### config.mk
export PLATFORM = sky130hd
export DESIGN_NAME = pal_config_sequencer_flat
export DESIGN_NICKNAME = d
export VERILOG_FILES = /design/src/rtl/pal_config_sequencer_pkg.sv /design/src/rtl/pal_config_sequencer_if.sv /design/src/rtl/pal_literal_expander.sv /design/src/rtl/pal_config_sequencer.sv /design/src/flat_wrapper.sv
export SDC_FILE = /design/constraint.sdc
export NUM_CORES = 1
export LEC_CHECK = 0
export BUFFER_PORTS_ARGS = -buffer_cell sky130_fd_sc_hd__buf_2
export CAP_MARGIN = 10
export CORE_MARGIN = 2
export CORE_UTILIZATION = 61
export CTS_CLUSTER_DIAMETER = 80
export CTS_CLUSTER_SIZE = 24
export DETAILED_ROUTE_END_ITERATION = 8
export PLACE_DENSITY = 0.79
export RECOVER_POWER = 25
export SLEW_MARGIN = 20
export SYNTH_ARGS = -nofsm -noshare
export SYNTH_HDL_FRONTEND = slang
export SYNTH_SLANG_ARGS = --single-unit
### constraint.sdc
create_clock -name clk -period 2.9 [get_ports clk]
set_clock_uncertainty 0.2 [all_clocks]
set_input_delay 0.58 -clock clk [delete_from_list [all_inputs] [get_ports clk]]
set_output_delay 0.58 -clock clk [all_outputs]
set_load 0.01 [all_outputs]
### src/rtl/pal_config_sequencer_pkg.sv
// Shared types and constants for the PAL configuration sequencer: FSM state
// encoding, default geometry and the literal-width helper.
package pal_pkg;

  typedef enum logic [1:0] {
    IDLE     = 2'd0,
    LOAD_AND = 2'd1,
    LOAD_OR  = 2'd2,
    ARMED    = 2'd3
  } pal_state_e;

  localparam int DEF_NUM_INPUTS  = 5;
  localparam int DEF_NUM_TERMS   = 8;
  localparam int DEF_NUM_OUTPUTS = 4;

  // Every input contributes a true and a complemented literal.
  function automatic int lit_width(input int num_inputs);
    return 2 * num_inputs;
  endfunction

endpackage

### src/rtl/pal_config_sequencer_if.sv
// Configuration handshake and evaluation bus of the PAL sequencer; the master
// side loads fuse rows and issues evaluation requests, the slave is the array.
interface pal_config_sequencer_if
  import pal_pkg::*;
#(
  parameter int NUM_INPUTS  = DEF_NUM_INPUTS,
  parameter int NUM_TERMS   = DEF_NUM_TERMS,
  parameter int NUM_OUTPUTS = DEF_NUM_OUTPUTS
);

  localparam int L = lit_width(NUM_INPUTS);

  logic                   cfg_start;
  logic                   cfg_valid;
  logic [L-1:0]           cfg_data;
  logic                   cfg_ready;
  logic                   cfg_done;
  logic                   cfg_err;
  logic                   busy;
  logic                   in_valid;
  logic [NUM_INPUTS-1:0]  in_data;
  logic                   out_valid;
  logic [NUM_OUTPUTS-1:0] out_data;

  modport master (
    output cfg_start, cfg_valid, cfg_data, in_valid, in_data,
    input  cfg_ready, cfg_done, cfg_err, busy, out_valid, out_data
  );

  modport slave (
    input  cfg_start, cfg_valid, cfg_data, in_valid, in_data,
    output cfg_ready, cfg_done, cfg_err, busy, out_valid, out_data
  );

endinterface

### src/rtl/pal_literal_expander.sv
// Expands the PAL input vector into its literal vector: literal 2i is the
// input bit itself, literal 2i+1 its complement.
module pal_literal_expander #(
  parameter int NUM_INPUTS = 5
) (
  input  logic [NUM_INPUTS-1:0]   in_data,
  output logic [2*NUM_INPUTS-1:0] lits
);

  always_comb begin
    lits = '0;
    for (int i = 0; i < NUM_INPUTS; i++) begin
      lits[2*i]   = in_data[i];
      lits[2*i+1] = ~in_data[i];
    end
  end

endmodule

### src/rtl/pal_config_sequencer.sv
// Programmable AND/OR array with a streamed fuse-map loader: AND rows then OR
// rows are written over a valid/ready handshake, after which the array evaluates.
module pal_config_sequencer
  import pal_pkg::*;
#(
  parameter int NUM_INPUTS  = DEF_NUM_INPUTS,
  parameter int NUM_TERMS   = DEF_NUM_TERMS,
  parameter int NUM_OUTPUTS = DEF_NUM_OUTPUTS
) (
  input logic                  clk,
  input logic                  rst_n,
  pal_config_sequencer_if.slave bus
);

  localparam int L       = lit_width(NUM_INPUTS);
  localparam int CNT_MAX = (NUM_TERMS > NUM_OUTPUTS) ? NUM_TERMS : NUM_OUTPUTS;
  localparam int CW      = (CNT_MAX > 1) ? $clog2(CNT_MAX) : 1;

  pal_state_e             state;
  logic [CW-1:0]          row_cnt;
  logic [L-1:0]           and_fuse [NUM_TERMS];
  logic [NUM_TERMS-1:0]   or_fuse  [NUM_OUTPUTS];
  logic                   cfg_err_q;
  logic                   out_valid_q;
  logic [NUM_OUTPUTS-1:0] out_data_q;

  logic [L-1:0]           lits;
  logic [NUM_TERMS-1:0]   terms;
  logic [NUM_OUTPUTS-1:0] eval_out;
  logic [L-1:0]           or_spill;
  logic                   loading;
  logic                   xfer;

  pal_literal_expander #(.NUM_INPUTS(NUM_INPUTS)) u_expander (
    .in_data (bus.in_data),
    .lits    (lits)
  );

  assign loading  = (state == LOAD_AND) || (state == LOAD_OR);
  assign xfer     = bus.cfg_valid && loading && !bus.cfg_start;
  assign or_spill = bus.cfg_data >> NUM_TERMS;

  // An unprogrammed AND fuse passes 1; an unprogrammed OR fuse contributes 0.
  always_comb begin
    terms = '0;
    for (int t = 0; t < NUM_TERMS; t++) begin
      terms[t] = &(~and_fuse[t] | lits);
    end
  end

  always_comb begin
    eval_out = '0;
    for (int o = 0; o < NUM_OUTPUTS; o++) begin
      eval_out[o] = |(or_fuse[o] & terms);
    end
  end

  always_ff @(posedge clk or negedge rst_n) begin
    if (!rst_n) begin
      state       <= IDLE;
      row_cnt     <= '0;
      cfg_err_q   <= 1'b0;
      out_valid_q <= 1'b0;
      out_data_q  <= '0;
      for (int t = 0; t < NUM_TERMS; t++) and_fuse[t] <= '0;
      for (int o = 0; o < NUM_OUTPUTS; o++) or_fuse[o] <= '0;
    end else begin
      out_valid_q <= 1'b0;
      if (bus.cfg_start) begin
        state     <= LOAD_AND;
        row_cnt   <= '0;
        cfg_err_q <= 1'b0;
      end else begin
        case (state)
          LOAD_AND: begin
            if (xfer) begin
              for (int t = 0; t < NUM_TERMS; t++) begin
                if (row_cnt == CW'(t)) and_fuse[t] <= bus.cfg_data;
              end
              if (row_cnt == CW'(NUM_TERMS - 1)) begin
                row_cnt <= '0;
                state   <= LOAD_OR;
              end else begin
                row_cnt <= row_cnt + 1'b1;
              end
            end
          end
          LOAD_OR: begin
            if (xfer) begin
              for (int o = 0; o < NUM_OUTPUTS; o++) begin
                if (row_cnt == CW'(o)) or_fuse[o] <= bus.cfg_data[NUM_TERMS-1:0];
              end
              // Bits beyond the term count are dropped but flagged sticky.
              if (|or_spill) cfg_err_q <= 1'b1;
              if (row_cnt == CW'(NUM_OUTPUTS - 1)) begin
                row_cnt <= '0;
                state   <= ARMED;
              end else begin
                row_cnt <= row_cnt + 1'b1;
              end
            end
          end
          ARMED: begin
            if (bus.in_valid) begin
              out_valid_q <= 1'b1;
              out_data_q  <= eval_out;
            end
          end
          default: state <= IDLE;
        endcase
      end
    end
  end

  assign bus.cfg_ready = loading;
  assign bus.busy      = loading;
  assign bus.cfg_done  = (state == ARMED);
  assign bus.cfg_err   = cfg_err_q;
  assign bus.out_valid = out_valid_q;
  assign bus.out_data  = out_data_q;

endmodule

### src/flat_wrapper.sv
// flat-port wrapper written by rule: the top's interface ports become plain ports
module pal_config_sequencer_flat import pal_pkg::*;
#(
  parameter int NUM_INPUTS  = DEF_NUM_INPUTS,
  parameter int NUM_TERMS   = DEF_NUM_TERMS,
  parameter int NUM_OUTPUTS = DEF_NUM_OUTPUTS
)
  (clk, rst_n, bus_cfg_start, bus_cfg_valid, bus_cfg_data, bus_in_valid, bus_in_data, bus_cfg_ready, bus_cfg_done, bus_cfg_err, bus_busy, bus_out_valid, bus_out_data);
  pal_config_sequencer_if #(.NUM_INPUTS(NUM_INPUTS), .NUM_TERMS(NUM_TERMS), .NUM_OUTPUTS(NUM_OUTPUTS)) bus_i ();
  input logic clk;
  input logic rst_n;
  input wire logic [$bits(bus_i.cfg_start)-1:0] bus_cfg_start;
  input wire logic [$bits(bus_i.cfg_valid)-1:0] bus_cfg_valid;
  input wire logic [$bits(bus_i.cfg_data)-1:0] bus_cfg_data;
  input wire logic [$bits(bus_i.in_valid)-1:0] bus_in_valid;
  input wire logic [$bits(bus_i.in_data)-1:0] bus_in_data;
  output wire logic [$bits(bus_i.cfg_ready)-1:0] bus_cfg_ready;
  output wire logic [$bits(bus_i.cfg_done)-1:0] bus_cfg_done;
  output wire logic [$bits(bus_i.cfg_err)-1:0] bus_cfg_err;
  output wire logic [$bits(bus_i.busy)-1:0] bus_busy;
  output wire logic [$bits(bus_i.out_valid)-1:0] bus_out_valid;
  output wire logic [$bits(bus_i.out_data)-1:0] bus_out_data;
  assign bus_i.cfg_start = bus_cfg_start;
  assign bus_i.cfg_valid = bus_cfg_valid;
  assign bus_i.cfg_data = bus_cfg_data;
  assign bus_i.in_valid = bus_in_valid;
  assign bus_i.in_data = bus_in_data;
  assign bus_cfg_ready = bus_i.cfg_ready;
  assign bus_cfg_done = bus_i.cfg_done;
  assign bus_cfg_err = bus_i.cfg_err;
  assign bus_busy = bus_i.busy;
  assign bus_out_valid = bus_i.out_valid;
  assign bus_out_data = bus_i.out_data;
  pal_config_sequencer #(.NUM_INPUTS(NUM_INPUTS), .NUM_TERMS(NUM_TERMS), .NUM_OUTPUTS(NUM_OUTPUTS)) u_core (.clk(clk), .rst_n(rst_n), .bus(bus_i));
endmodule
==> results.yml <==
outcome:
  status: "completed"
yosys:
  ys_seq_elements: 123
  yosysMostFrequentCell: "dfrtp_1"
  yosys_most_used_dff: "dfrtp_1"
  synth_area_leaders: "dfrtp_1, mux2_2, mux2_4"
  synth_area_um2: 5800
  synth_top_cell_by_area: "dfrtp_1"
  syn_inst: 427
  syn_nets: 457
  async_flop_share: 1.00
  ys_seq_area_frac: 0.531
  synth_cell_types: 38
  yosys.area.top_type_share: 0.531
  synth_edf_count: 0
  syn_area_per_cell_um2: 13.6
  yosys-top-cells-count: "dfrtp_1, mux2_2, mux2i_1"
  ys_warn_count: 0
placed_design:
  port_buffers: 28
  dp_hpwl_mm: 8.16
  dpl_cell_area_um2: 6020
  gp_congestion: 0.923
  dp_slack_ns: 0.437
drt:
  routed_wl_mm: 12.5
  first_pass_iters: 4
  drt_iter0_markers: 216
  ant_nets: 0
  drcViolationCount: 0
  wl_per_cell_um: 20.7
  drt-vias-per-instance: 5.85
  via_count: 3516
sta:
  setup_viol: 0
  finalHoldWorstSlack_ns: 0.160
  period_needed_ns: 2.51
  tns_ns: 0
  worst_slack_ns: 0.393
  post-route-period-util: 0.865
  slew_viol_final: 0
  hold_viol: 0
  worstMarginPinSlew_ns: 1.08
  relSlewSlack: 0.277
  rsz0062_at_grt: "false"
  fmax_ghz: 0.399
clock_tree:
  clkSinkCount: 123
  clkSlewWorstSetupHoldPaths_ns: 0.06
  clock_path_buffers: 2
  cts_max_level: 4
  cts_buffers: 17
  cts_hold_buf: 1
  cts_root_buf: "clkbuf_8"
  cts_tree: "yes"
  post_cts_buffers: 0
  clk_latency_ns: 0.52
  cts_resized: 0
flow_run:
  max-cap-violations: 0
layout:
  drive_gt1_frac: 0.405
  syn2layout_area_growth_pct: 13.9
  multiInputGateArea_um2: 2560
  antenna_cells: 0
  design_area_um2: 6610
  nets: 489
  seq_area_um2: 3080
  n_fill_cell: 605
worst_setup_path:
  cp_max_fo: 8
  arrival_ns: 2.71
  cp.required_ns: 3.10
  rr_worst_depth: 7
  rr_startpoint: "u_core.state[0]"
  r2r-end: "u_core.or_fuse[11]"
  cp-end-kind: "register"
  cp-start-kind: "register"
  crit_type: "reg -> reg"
  r2r_slack_ns: 0.39
floorplan:
  die_y_um: 101
  io-pin-count: 29
  core_um2: 9240
  num_rows: 35
  die_w_um: 101
  start_util: 0.627
  dieArea_um2: 10300
global_routing:
  grt_max_degree: 84
  grt_pass1_vias: 3626
  grt_use_total: 0.269
  grt_pass1_wl_mm: 20.0
  grt-ovfl-total: 0
  antenna_found_initial: 0
hold_path:
  hold_depth: 2
  min_from: "bus_cfg_start"
  hold_end: "u_core.bus.cfg_err"
  hold_path.class: "in -> reg"
power:
  powerDensity_nw_per_um2: 927
  p_int_w: 0.00427
  p_sw_w: 0.00185
  p_seq_frac: 0.414
  peakVddDrop_v: 0.000653
  p_total_w: 0.00613
  power_frac_comb: 0.257
  p_sw_frac: 0.303
  power.leakage_nw: 3.36
  p_clk_frac: 0.329
==> routing by layer <==
layer / wire length, um / GRT usage / share of wire
met5: 0 / 0 / 0
met4: 277 / 0.0977 / 0.022
met3: 664 / 0.0600 / 0.053
met2: 6030 / 0.429 / 0.48
met1: 5480 / 0.365 / 0.44
==> critical path: stages (launching register included) <==
cell	delay, ns
dfrtp_1	0.37
inv_1	0.07
ha_1	0.33
nor2b_4	0.15
nand2_1	0.13
nor3_1	0.48
nand2_2	0.31
mux2_2	0.35
==> registers in the layout, indices dropped and copies added (netlist names) <==
signal,flops
u_core.bus.cfg_err,1
u_core.or_fuse,32
u_core.state,2
u_core.bus.out_data,4
u_core.and_fuse,80
u_core.row_cnt,3
u_core.bus.out_valid,1
==> cell families (layout without fill, tap and decap cells) <==
| family | count (synthesis) | in the layout | share of synthesized area |
|---|---|---|---|
| adder cells (fa/ha/maj) | 10 | 10 | 0.0216 |
| multiplexers | 151 | 151 | 0.305 |
| AO/OA/AOI/OAI | 22 | 22 | 0.0311 |
| flip-flops | 123 | 123 | 0.531 |
| buffers and inverters | 31 | 76 | 0.0276 |
| AND/OR/NAND/NOR | 90 | 90 | 0.0842 |
==> power by group through the flow <==
| stage | sequential [W] | combinational [W] | clock (W) |
|---|---|---|---|
| CTS | 0.00252 | 0.00159 | 0.00204 |
| floorplan | 0.00246 | 0.00120 | 0 |
| finish | 0.00253 | 0.00158 | 0.00202 |
| global route | 0.00259 | 0.00171 | 0.00213 |
| global placement | 0.00252 | 0.00151 | 0 |
| detailed placement | 0.00254 | 0.00156 | 0 |
==> cells in the final DEF (no fill, tap or decap), types with 3 or more instances in the layout <==
| cell | count |
|---|---|
| a2111oi_0 | 5 |
| a221oi_1 | 3 |
| a31oi_1 | 4 |
| buf_2 | 27 |
| clkbuf_16 | 16 |
| clkinv_2 | 3 |
| clkinv_4 | 5 |
| clkinvlp_4 | 4 |
| dfrtp_1 | 123 |
| ha_1 | 10 |
| inv_1 | 10 |
| mux2_2 | 83 |
| mux2_4 | 30 |
| mux2i_1 | 38 |
| nand2_1 | 31 |
| nand2_2 | 3 |
| nand2_8 | 3 |
| nand3_2 | 3 |
| nand4_1 | 6 |
| nor2_1 | 27 |
| nor2b_1 | 3 |
| nor3_1 | 4 |
==> cell type report <==
cell class / count / share of cell area
well taps: 129 / 0.0244
multi-input cells: 273 / 0.387
inverters: 11 / 0.00625
repair buffers: 33 / 0.0286
flip-flops and latches: 123 / 0.466
clock buffers: 18 / 0.0648
clock inverters: 14 / 0.0225
==> worst max-delay path by stage <==
stage | from | to | slack (ns) | depth (start not counted)
after floorplan | u_core.state[0] | u_core.and_fuse[50] | 0.70 | 9
after global placement | u_core.state[0] | u_core.and_fuse[52] | 0.54 | 7
after detailed placement | u_core.state[0] | u_core.or_fuse[9] | 0.44 | 7
after CTS | u_core.state[0] | u_core.or_fuse[18] | 0.41 | 7
after global routing | u_core.state[0] | u_core.or_fuse[9] | 0.27 | 7
final | u_core.state[0] | u_core.or_fuse[11] | 0.39 | 7
==> through the flow <==
step | util | cells
floorplan | - | 427
global placement | 0.652 | 568
detailed placement | 0.652 | 568
CTS | 0.716 | 601
global route | 0.715 | 601
finish | 0.715 | 601
No activity file was read; power rests on OpenSTA's default activity.
